File: src/rtl/ctrl_pkg.sv
// rtl/ctrl_pkg.sv - opcodes, control-field encodings and decoded bundle type for the decode stage
package ctrl_pkg;

  localparam logic [6:0] OPC_LUI    = 7'b0110111;
  localparam logic [6:0] OPC_AUIPC  = 7'b0010111;
  localparam logic [6:0] OPC_JAL    = 7'b1101111;
  localparam logic [6:0] OPC_JALR   = 7'b1100111;
  localparam logic [6:0] OPC_BRANCH = 7'b1100011;
  localparam logic [6:0] OPC_LOAD   = 7'b0000011;
  localparam logic [6:0] OPC_STORE  = 7'b0100011;
  localparam logic [6:0] OPC_OP_IMM = 7'b0010011;
  localparam logic [6:0] OPC_OP     = 7'b0110011;
  localparam logic [6:0] OPC_FENCE  = 7'b0001111;
  localparam logic [6:0] OPC_SYSTEM = 7'b1110011;

  typedef enum logic [3:0] {
    ALU_NONE = 4'd0, ALU_AND = 4'd1, ALU_OR  = 4'd2, ALU_XOR  = 4'd3,
    ALU_ADD  = 4'd4, ALU_SUB = 4'd5, ALU_SLL = 4'd6, ALU_SRL  = 4'd7,
    ALU_SLTU = 4'd8, ALU_SLT = 4'd9, ALU_SRA = 4'd10
  } alu_op_e;

  typedef enum logic [2:0] {
    IMM_NONE = 3'd0, IMM_I = 3'd1, IMM_B = 3'd2, IMM_U = 3'd3, IMM_J = 3'd4, IMM_S = 3'd5
  } imm_type_e;

  typedef enum logic [1:0] {RD_PC4 = 2'd0, RD_IMM = 2'd1, RD_ALU = 2'd2, RD_MEM = 2'd3} rd_sel_e;

  typedef enum logic [1:0] {MW_WORD = 2'd0, MW_HALF = 2'd1, MW_BYTE = 2'd2} mem_width_e;

  // Branches put their funct3 on jump_ctrl; these two codes are the non-branch values.
  localparam logic [2:0] JC_JUMP = 3'b010;
  localparam logic [2:0] JC_NONE = 3'b011;

  typedef enum logic [1:0] {SYS_NONE = 2'd0, SYS_FENCE = 2'd1, SYS_ECALL = 2'd2, SYS_EBREAK = 2'd3} sys_op_e;

  typedef struct packed {
    logic [4:0] rs1;
    logic [4:0] rs2;
    logic [4:0] rd;
    logic       w_en;
    rd_sel_e    rd_sel;
    imm_type_e  imm_type;
    logic       imm_sel;
    logic       sel2;
    alu_op_e    alu_op;
    logic       write_op;
    logic       read_op;
    logic       data_extend;
    mem_width_e mem_width;
    logic [2:0] jump_ctrl;
    logic       branch_base;
    logic       muldiv_en;
    logic [2:0] muldiv_op;
    sys_op_e    sys_op;
    logic       illegal;
  } ctrl_bundle_t;

  // Bundle with every field inactive; also the reset and illegal-instruction base value.
  function automatic ctrl_bundle_t bundle_idle();
    ctrl_bundle_t b;
    b = '0;
    b.jump_ctrl = JC_NONE;
    return b;
  endfunction

  // Register/immediate ALU op from funct3; alt selects SUB/SRA on the 000/101 slots.
  function automatic alu_op_e alu_from_f3(logic [2:0] f3, logic alt);
    case (f3)
      3'b000:  return alt ? ALU_SUB : ALU_ADD;
      3'b001:  return ALU_SLL;
      3'b010:  return ALU_SLT;
      3'b011:  return ALU_SLTU;
      3'b100:  return ALU_XOR;
      3'b101:  return alt ? ALU_SRA : ALU_SRL;
      3'b110:  return ALU_OR;
      default: return ALU_AND;
    endcase
  endfunction

endpackage

File: src/rtl/ctrl_decoder.sv
// rtl/ctrl_decoder.sv - combinational RV32I(+M) instruction decoder
module ctrl_decoder
  import ctrl_pkg::*;
#(
  parameter bit EN_M = 1'b0
) (
  input  logic [31:0]  instr,
  output ctrl_bundle_t bundle,
  output logic         illegal
);

  logic [6:0]   opcode;
  logic [2:0]   funct3;
  logic [6:0]   funct7;
  logic [4:0]   rs1;
  logic [4:0]   rs2;
  logic [4:0]   rd;
  logic [11:0]  imm12;
  ctrl_bundle_t b;
  logic         bad;

  assign opcode = instr[6:0];
  assign funct3 = instr[14:12];
  assign funct7 = instr[31:25];
  assign rs1    = instr[19:15];
  assign rs2    = instr[24:20];
  assign rd     = instr[11:7];
  assign imm12  = instr[31:20];

  // Per-opcode field selection; any rejected encoding collapses to the idle bundle with illegal set.
  always_comb begin
    b   = bundle_idle();
    bad = 1'b0;
    if (instr[1:0] != 2'b11) begin
      bad = 1'b1;
    end else begin
      case (opcode)
        OPC_LUI: begin
          b.rd = rd; b.w_en = 1'b1; b.imm_type = IMM_U; b.rd_sel = RD_IMM;
        end
        OPC_AUIPC: begin
          b.rd = rd; b.w_en = 1'b1; b.imm_type = IMM_U;
          b.imm_sel = 1'b1; b.alu_op = ALU_ADD; b.rd_sel = RD_ALU;
        end
        OPC_JAL: begin
          b.rd = rd; b.w_en = 1'b1; b.imm_type = IMM_J;
          b.branch_base = 1'b1; b.jump_ctrl = JC_JUMP; b.rd_sel = RD_PC4;
        end
        OPC_JALR: begin
          b.rd = rd; b.rs1 = rs1; b.w_en = 1'b1; b.imm_type = IMM_I;
          b.jump_ctrl = JC_JUMP; b.rd_sel = RD_PC4;
          if (funct3 != 3'b000) bad = 1'b1;
        end
        OPC_BRANCH: begin
          b.rs1 = rs1; b.rs2 = rs2; b.imm_type = IMM_B; b.sel2 = 1'b1;
          b.jump_ctrl = funct3; b.branch_base = 1'b1;
          case (funct3[2:1])
            2'b00:   b.alu_op = ALU_SUB;
            2'b10:   b.alu_op = ALU_SLT;
            2'b11:   b.alu_op = ALU_SLTU;
            default: bad = 1'b1;
          endcase
        end
        OPC_LOAD: begin
          b.rd = rd; b.rs1 = rs1; b.w_en = 1'b1; b.imm_type = IMM_I; b.imm_sel = 1'b1;
          b.sel2 = 1'b1; b.alu_op = ALU_ADD; b.read_op = 1'b1; b.rd_sel = RD_MEM;
          case (funct3)
            3'b000:  begin b.mem_width = MW_BYTE; b.data_extend = 1'b1; end
            3'b001:  begin b.mem_width = MW_HALF; b.data_extend = 1'b1; end
            3'b010:  begin b.mem_width = MW_WORD; b.data_extend = 1'b1; end
            3'b100:  b.mem_width = MW_BYTE;
            3'b101:  b.mem_width = MW_HALF;
            default: bad = 1'b1;
          endcase
        end
        OPC_STORE: begin
          b.rs1 = rs1; b.rs2 = rs2; b.imm_type = IMM_S; b.imm_sel = 1'b1;
          b.sel2 = 1'b1; b.alu_op = ALU_ADD; b.write_op = 1'b1;
          case (funct3)
            3'b000:  b.mem_width = MW_BYTE;
            3'b001:  b.mem_width = MW_HALF;
            3'b010:  b.mem_width = MW_WORD;
            default: bad = 1'b1;
          endcase
        end
        OPC_OP_IMM: begin
          b.rd = rd; b.rs1 = rs1; b.w_en = 1'b1; b.imm_type = IMM_I;
          b.imm_sel = 1'b1; b.sel2 = 1'b1; b.rd_sel = RD_ALU;
          b.alu_op = alu_from_f3(funct3, (funct3 == 3'b101) && funct7[5]);
          if (funct3 == 3'b001 && funct7 != 7'b0000000) bad = 1'b1;
          if (funct3 == 3'b101 && funct7 != 7'b0000000 && funct7 != 7'b0100000) bad = 1'b1;
        end
        OPC_OP: begin
          b.rd = rd; b.rs1 = rs1; b.rs2 = rs2; b.w_en = 1'b1; b.sel2 = 1'b1; b.rd_sel = RD_ALU;
          case (funct7)
            7'b0000000: b.alu_op = alu_from_f3(funct3, 1'b0);
            7'b0100000: begin
              if (funct3 == 3'b000 || funct3 == 3'b101) b.alu_op = alu_from_f3(funct3, 1'b1);
              else bad = 1'b1;
            end
            7'b0000001: begin
              if (EN_M) begin
                b.muldiv_en = 1'b1;
                b.muldiv_op = funct3;
              end else begin
                bad = 1'b1;
              end
            end
            default: bad = 1'b1;
          endcase
        end
        OPC_FENCE: b.sys_op = SYS_FENCE;
        OPC_SYSTEM: begin
          if (imm12 == 12'd0)      b.sys_op = SYS_ECALL;
          else if (imm12 == 12'd1) b.sys_op = SYS_EBREAK;
          else                     bad = 1'b1;
        end
        default: bad = 1'b1;
      endcase
    end
    if (bad) begin
      b = bundle_idle();
      b.illegal = 1'b1;
    end
    if (b.rd == 5'd0) b.w_en = 1'b0;
  end

  assign bundle  = b;
  assign illegal = b.illegal;

endmodule

File: src/rtl/ctrl_decode_stage.sv
// rtl/ctrl_decode_stage.sv - registered decode stage with 2-entry skid buffer, flush and illegal counter
module ctrl_decode_stage
  import ctrl_pkg::*;
#(
  parameter int XLEN  = 32,
  parameter bit EN_M  = 1'b0,
  parameter int CNT_W = 8
) (
  input  logic             clk,
  input  logic             rst_n,
  input  logic             flush,
  input  logic             in_valid,
  output logic             in_ready,
  input  logic [31:0]      in_instr,
  input  logic [XLEN-1:0]  in_pc,
  output logic             out_valid,
  input  logic             out_ready,
  output logic [XLEN-1:0]  out_pc,
  output logic [4:0]       out_rs1,
  output logic [4:0]       out_rs2,
  output logic [4:0]       out_rd,
  output logic             W_EN,
  output logic [1:0]       rd_sel,
  output logic [2:0]       imm_type,
  output logic             imm_sel,
  output logic             sel2,
  output logic [3:0]       ALU_op,
  output logic             write_op,
  output logic             read_op,
  output logic             data_extend,
  output logic [1:0]       mem_width,
  output logic [2:0]       jump_ctrl,
  output logic             branch_base,
  output logic             muldiv_en,
  output logic [2:0]       muldiv_op,
  output logic [1:0]       sys_op,
  output logic             illegal,
  output logic [CNT_W-1:0] illegal_cnt
);

  ctrl_bundle_t    dec_b;
  logic            dec_illegal;
  ctrl_bundle_t    main_b;
  ctrl_bundle_t    skid_b;
  logic [XLEN-1:0] main_pc;
  logic [XLEN-1:0] skid_pc;
  logic            main_valid;
  logic            skid_valid;
  logic            accept;
  logic            main_free;

  ctrl_decoder #(.EN_M(EN_M)) u_decoder (
    .instr   (in_instr),
    .bundle  (dec_b),
    .illegal (dec_illegal)
  );

  // in_ready comes straight from the skid flop, so it is registered by construction.
  assign in_ready  = ~skid_valid;
  assign accept    = in_valid & in_ready;
  assign main_free = ~main_valid | out_ready;

  // Skid buffer: main refills from skid first, else from the decoder; a stalled accept parks in skid.
  always_ff @(posedge clk or negedge rst_n) begin
    if (!rst_n) begin
      main_valid <= 1'b0;
      skid_valid <= 1'b0;
      main_b     <= bundle_idle();
      skid_b     <= bundle_idle();
      main_pc    <= '0;
      skid_pc    <= '0;
    end else if (flush) begin
      main_valid <= 1'b0;
      skid_valid <= 1'b0;
    end else if (main_free) begin
      if (skid_valid) begin
        main_b     <= skid_b;
        main_pc    <= skid_pc;
        main_valid <= 1'b1;
        skid_valid <= 1'b0;
      end else if (accept) begin
        main_b     <= dec_b;
        main_pc    <= in_pc;
        main_valid <= 1'b1;
      end else begin
        main_valid <= 1'b0;
      end
    end else if (accept) begin
      skid_b     <= dec_b;
      skid_pc    <= in_pc;
      skid_valid <= 1'b1;
    end
  end

  // Count accepted illegal instructions, holding at all-ones; flushed offers are never accepted.
  always_ff @(posedge clk or negedge rst_n) begin
    if (!rst_n) begin
      illegal_cnt <= '0;
    end else if (!flush && accept && dec_illegal && !(&illegal_cnt)) begin
      illegal_cnt <= illegal_cnt + 1'b1;
    end
  end

  assign out_valid   = main_valid;
  assign out_pc      = main_pc;
  assign out_rs1     = main_b.rs1;
  assign out_rs2     = main_b.rs2;
  assign out_rd      = main_b.rd;
  assign W_EN        = main_b.w_en;
  assign rd_sel      = main_b.rd_sel;
  assign imm_type    = main_b.imm_type;
  assign imm_sel     = main_b.imm_sel;
  assign sel2        = main_b.sel2;
  assign ALU_op      = main_b.alu_op;
  assign write_op    = main_b.write_op;
  assign read_op     = main_b.read_op;
  assign data_extend = main_b.data_extend;
  assign mem_width   = main_b.mem_width;
  assign jump_ctrl   = main_b.jump_ctrl;
  assign branch_base = main_b.branch_base;
  assign muldiv_en   = main_b.muldiv_en;
  assign muldiv_op   = main_b.muldiv_op;
  assign sys_op      = main_b.sys_op;
  assign illegal     = main_b.illegal;

endmodule

File: config.mk
export PLATFORM = sky130hd
export DESIGN_NAME = ctrl_decode_stage
export DESIGN_NICKNAME = d
export VERILOG_FILES = /design/src/rtl/ctrl_pkg.sv /design/src/rtl/ctrl_decoder.sv /design/src/rtl/ctrl_decode_stage.sv
export SDC_FILE = /design/constraint.sdc
export NUM_CORES = 1
export LEC_CHECK = 0
export ABC_AREA = 1
export BUFFER_PORTS_ARGS = -buffer_cell sky130_fd_sc_hd__clkbuf_2
export CAP_MARGIN = 20
export CORE_ASPECT_RATIO = 1.5
export CORE_MARGIN = 3
export CORE_UTILIZATION = 55
export CTS_CLUSTER_DIAMETER = 60
export DETAILED_ROUTE_END_ITERATION = 8
export PLACE_DENSITY = 0.8
export SLEW_MARGIN = 20
export SYNTH_ARGS = -nofsm -noshare
export SYNTH_HDL_FRONTEND = slang
export SYNTH_SLANG_ARGS = --single-unit
File: constraint.sdc
create_clock -name clk -period 1.9 [get_ports clk]
set_input_delay 0.19 -clock clk [delete_from_list [all_inputs] [get_ports clk]]
set_output_delay 0.19 -clock clk [all_outputs]
set_load 0.03 [all_outputs]
==> run_results.csv, run 1 <==
group,metric,value,unit
logic_synthesis,synth_top_family_by_area,"simple AND/OR/NAND/NOR gates",
logic_synthesis,synth_top_cell_by_area,"dfrtp_1",
logic_synthesis,synth_compound_area_share,15.60,%
detailed_routing,routedWlPerCell,13.96,microns
logic_synthesis,postSynthAreaPerCell,7.793,sq um
global_route,grt_pass1_vias,6168,
floorplan,start_util,56.57,%
logic_synthesis,synth_ff_type,"dfrtp_1",
logic_synthesis,syn_area,7365,sq um
setup_path,cp-end-kind,"output pin",
detailed_routing,drc_errors,0,
logic_synthesis,synth_xor_area_share,0.7136,%
logic_synthesis,synthAdderAreaFrac,0.1699,%
pwr,ir_worst_vdd,627.7,uV
setup_path,path_max_fanout,127,
pwr,leakagePower,0.005095,uW
finish,syn_to_final_growth,25.13,%
floorplan,rows,51,
logic_synthesis,synth.distinct_cells,36,
finish,n_antenna_cell,0,
timing,hold_viol_final,0,
flow_run,drv_cap,0,
setup_path,cp_top_family,"buffers and inverters",
setup_path,r2r_end,"illegal_cnt[5]",
global_route,antenna_found_initial,0,
logic_synthesis,synth-simple-area-share,23.39,%
floorplan,core_area,13020,sq um
placed_design,place_hpwl,12.81,mm
cts,cts_tree,"yes",
pwr,power_density,984.6,nW/um^2
setup_path,crit_arrival,1.62,ns
logic_synthesis,synth_area_leaders,"dfrtp_1 50%, nand2_1 15%, o21ai_0 11%",
timing,tightest_slew,0.5139,ns
floorplan,dieWidth,100.5,microns
setup_path,r2r_cells,7,
hold_path,hp-class,"input port to flop",
timing,fin_ws,0.08731,ns
timing,fin_skew,0.007057,ns
placed_design,gp_congestion,0.9004,
hold_path,whs_path_depth,3,
timing,max_freq,0.5517,GHz
global_route,grt_usage,25.01,%
floorplan,die_h,147.7,microns
setup_path,crit_type,"flop to output pin",
logic_synthesis,synth-edff-count,0,
cts,clock_path_buffers,2,
cts,cts.sinks,152,
cts,clk_pin_slew,0.06,ns
cts,clk_latency,0.42,ns
setup_path,cp.required,1.71,ns
setup_path,cp_num_buf_inv,3,
global_route,grt_pass1_wl,29.88,mm
cts,cts-resized-gates,0,
cts,cts_hold_buf,2,
logic_synthesis,synth.most_common_cell,"nand2_1",
logic_synthesis,seq_area_frac_synth,51.72,%
logic_synthesis,ys_seq_elements,152,
detailed_routing,wl,18.01,mm
timing,layout_min_cycle_time,1.813,ns
global_route,grt_start_max_net_pins,128,
detailed_routing,drt_pass1_iterations,5,
setup_path,path_cells,"clkinv_2 -> buf_12 -> clkbuf_2",
setup_path,slowest_stage,"dfrtp_1",
placed_design,io_buffers,149,
detailed_routing,drt_iter0_markers,428,
setup_path,worstSetupStartpointType,"flop",
logic_synthesis,synthTopCellsByCount,"304 x nand2_1, 168 x o21ai_0, 148 x dfrtp_1",
timing,drv_slew,0,
setup_path,r2r_setup_slack,0.25,ns
timing,slew-limit-headroom,65.29,%
detailed_routing,vias,6623,
hold_path,min_to,"skid_pc[27]",
logic_synthesis,postSynthCellCount,945,
logic_synthesis,yosys_warnings,0,
hold_path,hp-start,"in_pc[27]",
timing,fin_crit_sh,95.40,%
finish,fin_nets,1188,
cts,htreeDepth,4,
cts,root_buffer,"clkbuf_16",
floorplan,ios,154,
logic_synthesis,async_flop_share,100.0,%
setup_path,max_stage_delay,0.40,ns
timing,setup_tns,0,ns
cts,postCtsSetupRepairBufs,0,
finish,drive_gt1_share,24.31,%
timing,rsz0062_at_grt,"false",
logic_synthesis,synth_top_area_share,50.29,%
logic_synthesis,synthMuxAreaShare,0,%
global_route,grt_overflow,0,
timing,whs,0.03336,ns
detailed_routing,antenna_left,0,
placed_design,place_ws,-0.04704,ns
timing,setup_viol,0,
placed_design,dp.cells,1256,
setup_path,reg2reg_from,"illegal_cnt[0]",
detailed_routing,vias_per_cell,5.134,
cts,numCtsBuffers,17,
floorplan,dieArea,14840,sq um
finish,fin_cells,1290,
status,status,"finished, final reports clean",
pwr,power.total,9074,uW
-- cells in the final DEF (no fill, tap or decap), drive strengths merged --
cell type,n
a21oi,16
a22oi,1
a41oi,1
and2,1
buf,56
bufinv,3
clkbuf,166
clkinv,5
clkinvlp,2
conb,4
dfrtp,148
dfstp,4
dlygate4sd3,2
ha,1
inv,97
nand2,312
nand3,30
nand3b,2
nand4,4
nor2,63
nor3,4
o211ai,12
o21ai,190
o31ai,1
xnor2,2
xor2,4
-- worst min-delay path, stage by stage --
cell and delay [ns]:
clkbuf_2 0.08, inv_1 0.05, o21ai_0 0.08
-- metrics by stage --
step | utilization (%) | instance area, sq um
2_1_floorplan | - | 7376
3_3_place_gp | 65.83 | 8569
3_5_place_dp | 65.83 | 8569
4_1_cts | 70.79 | 9215
5_1_grt | 70.79 | 9215
6_report | 70.79 | 9215
-- per-layer routing --
| metal | global-route usage, % | part of all wire [%] | vias to the layer above |
|---|---|---|---|
| li1 | - | - | 3355 |
| met1 | 32.53 | 42 | 3048 |
| met2 | 42.30 | 51 | 192 |
| met3 | 4.202 | 4.4 | 28 |
| met4 | 8.361 | 2.1 | 0 |
| met5 | 0 | 0 | - |
-- logic make-up after synthesis --
kind of cell / after synthesis
xor gates and xnor gates: 6
other: 1
adders and majority gates: 1
buffers and inverters: 148
and+or+nand+nor: 416
AOI/OAI and AO/OA: 221
DFF: 152
-- area by class of cell --
cell class	instances	area (sq um)
flip-flops and latches	152	3809
fillers	1064	3802
multi-input cells	648	2954
repair buffers	206	1272
clock buffers	18	439.2
inverters	93	355.3
well taps	159	198.9
clock inverters	14	186.4
-- sequential cells by signal, indices dropped and copies added, names as in the netlist, 2 cells and up --
| name | count |
|---|---|
| sys_op | 2 |
| out_rs1 | 5 |
| out_pc | 32 |
| ALU_op | 4 |
| skid_b | 39 |
| rd_sel | 2 |
| out_rd | 5 |
| illegal_cnt | 8 |
| mem_width | 2 |
| imm_type | 3 |
| jump_ctrl | 3 |
| skid_pc | 32 |
| out_rs2 | 5 |
-- report_power, final --
part	total, uW	internal, uW	switching [uW]
clock	3560	2140	1420
sequential	3920	3670	252
combinational	1590	511	1080
-- worst max-delay path by stage --
| stage | startpoint | to | slack [ns] | cells past startpoint |
|---|---|---|---|---|
| global placement | in_instr[3] | out_rs1[3] | -0.01 | 14 |
| detailed placement | in_instr[3] | read_op | -0.05 | 15 |
| global route | skid_valid | in_ready | 0.02 | 3 |
| finish | skid_valid | in_ready | 0.09 | 3 |
| CTS | skid_valid | in_ready | 0.10 | 3 |
| floorplan | out_valid | skid_b[0] | 0.09 | 9 |
Power figures use the tool's default switching activity.
==> run 2: changes to the inputs <==
CORE_UTILIZATION = 53   (was 55)
PLACE_DENSITY = 0.78   (was 0.8)
==> run 2 against run 1 <==
Against the previous run: routed wire length up 0.44%; sequential power about the same; register-to-register slack better by 0.02 ns; utilization down 3.4 points; power down 0.45%; die area up 3.6%; critical path depth unchanged; flip-flop and latch count unchanged; clock skew up 0.0013 ns; combinational power about the same; highest routed layer unchanged.
==> run_results.csv, run 2 (synthesized netlist as in run 1, its figures left out) <==
group,metric,value,unit
status,status,"finished, final reports clean",
setup_path,cp-end-kind,"output pin",
setup_path,path_max_fanout,109,
finish,syn_to_final_growth,23.84,%
cts,cts_tree,"yes",
global_route,antenna_found_initial,0,
finish,n_antenna_cell,0,
setup_path,worstSetupStartpointType,"flop",
setup_path,cp_top_family,"buffers and inverters",
placed_design,gp_congestion,0.9033,
pwr,p_clk_share,39.1,%
detailed_routing,routedWlPerCell,14.15,microns
pwr,comb_power_share,17.6,%
finish,fin_nets,1173,
cts,clk_latency,0.42,ns
pwr,switching_share,30.55,%
cts,numCtsBuffers,17,
detailed_routing,vias_per_cell,5.123,
floorplan,core_area,13530,sq um
cts,htreeDepth,4,
timing,tightest_slew,0.5611,ns
global_route,grt_pass1_wl,29.25,mm
finish,drive_gt1_share,23.30,%
pwr,power.switching,2759,uW
finish,largest_register_ff_count,39,
pwr,seq_power_share,43.3,%
setup_path,crit_arrival,1.61,ns
global_route,grt_overflow,0,
floorplan,dieWidth,102.2,microns
placed_design,io_buffers,149,
finish,most-common-layout-cells,"304 x nand2_1, 168 x o21ai_0, 148 x dfrtp_1, 148 x clkbuf_2, 82 x inv_1",
floorplan,ios,154,
pwr,ir_worst_vdd,595.3,uV
setup_path,path_cells,"clkinv_2 -> buf_12 -> clkbuf_2",
placed_design,place_ws,0.008905,ns
cts,cts_hold_buf,2,
setup_path,crit_type,"flop to output pin",
floorplan,dieArea,15370,sq um
pwr,power_density,990.5,nW/um^2
global_route,grt_pass1_vias,6089,
cts,clock_path_buffers,2,
flow_run,drv_cap,0,
timing,max_freq,0.5557,GHz
finish,top_register,"skid_b",
timing,rsz0062_at_grt,"false",
timing,fin_skew,0.008356,ns
global_route,grt_usage,24.12,%
timing,setup_viol,0,
detailed_routing,drt_iter0_markers,387,
timing,drv_slew,0,
setup_path,slowest_stage,"dfrtp_1",
setup_path,max_stage_delay,0.41,ns
cts,cts-resized-gates,0,
floorplan,rows,52,
detailed_routing,drt_pass1_iterations,5,
timing,whs,0.02499,ns
cts,clk_pin_slew,0.07,ns
floorplan,start_util,54.42,%
setup_path,cp.required,1.71,ns
global_route,grt_start_max_net_pins,110,
finish,fillers,1186,
hold_path,hp-class,"input port to flop",
detailed_routing,vias,6547,
timing,fin_ws,0.1005,ns
timing,setup_tns,0,ns
detailed_routing,wl,18.09,mm
floorplan,die_h,150.4,microns
timing,hold_viol_final,0,
pwr,p_int,6274,uW
cts,postCtsSetupRepairBufs,0,
timing,fin_crit_sh,94.71,%
cts,cts.sinks,152,
placed_design,place_hpwl,12.97,mm
detailed_routing,antenna_left,0,
detailed_routing,drc_errors,0,
timing,layout_min_cycle_time,1.800,ns
finish,final_common_cell,"nand2_1",
pwr,leakagePower,0.005017,uW
setup_path,cp_num_buf_inv,3,
cts,root_buffer,"clkbuf_16",
timing,slew-limit-headroom,62.59,%
run 2: changes by cell type in the layout (fill, tap and decap cells not counted):
cell / before / now
buf_12: 7 / 9
buf_4: 48 / 31
clkbuf_8: 1 / 0
clkinv_2: 3 / 5
clkinv_4: 2 / 0
clkinvlp_4: 2 / 3
inv_6: 6 / 5
inv_8: 1 / 2
run 2: final cells by class:
| class | count | area, sq um | area share [%] |
|---|---|---|---|
| repair buffers | 191 | 1185 | 12.99 |
| clock buffers | 17 | 425.4 | 4.665 |
| inverters | 93 | 355.3 | 3.896 |
| flip-flops and latches | 152 | 3809 | 41.76 |
| well taps | 162 | 202.7 | 2.223 |
| clock inverters | 15 | 188.9 | 2.072 |
| multi-input cells | 648 | 2954 | 32.39 |
run 2: final timing paths:
path | depth (start not counted) | slack, ns | from | end
setup / recovery | 3 | 0.10 | skid_valid | in_ready
hold / removal | 3 | 0.02 | in_pc[27] | skid_pc[27]
setup reg to reg | 7 | 0.27 | illegal_cnt[0] | illegal_cnt[5]
hold reg to reg | 2 | 0.47 | jump_ctrl[0] | jump_ctrl[0]
max in group asynchronous | 3 | 0.93 | rst_n | out_pc[2]
min in group asynchronous | 2 | 0.29 | rst_n | out_pc[10]
run 2: worst register-to-register path: stages, from the launching register on:
cell and delay, ns:
dfrtp_1 0.41, ha_1 0.23, a41oi_1 0.45, nand2_4 0.15, nor2_4 0.13, nand2_1 0.06, nand2_1 0.05, nand2_1 0.04
run 2: per-layer routing:
layer,wire [microns],share of wire (%),GRT usage [%],vias to the layer above
li1,-,-,-,3325
met1,7688,42,31.71,3017
met2,9154,51,40.17,175
met3,846,4.7,4.775,30
met4,400,2.2,7.420,0
met5,0,0,0,-
run 2: power by group through the flow:
stage | registers [uW] | clock network, uW | logic, uW
floorplan | 4370 | 0 | 601
global placement | 3950 | 0 | 1570
detailed placement | 3970 | 0 | 1600
CTS | 3910 | 3600 | 1610
global route | 3960 | 3750 | 1780
finish | 3910 | 3530 | 1590
run 2: stage by stage:
stage | total power (uW) | util, % | std cells | instance area (sq um)
detailed placement | 5569 | 62.70 | 1244 | 8486
global route | 9490 | 67.39 | 1278 | 9120
finish | 9033 | 67.39 | 1278 | 9120
floorplan | 4970 | - | 948 | 7376
global placement | 5526 | 62.70 | 1244 | 8486
CTS | 9127 | 67.39 | 1278 | 9120
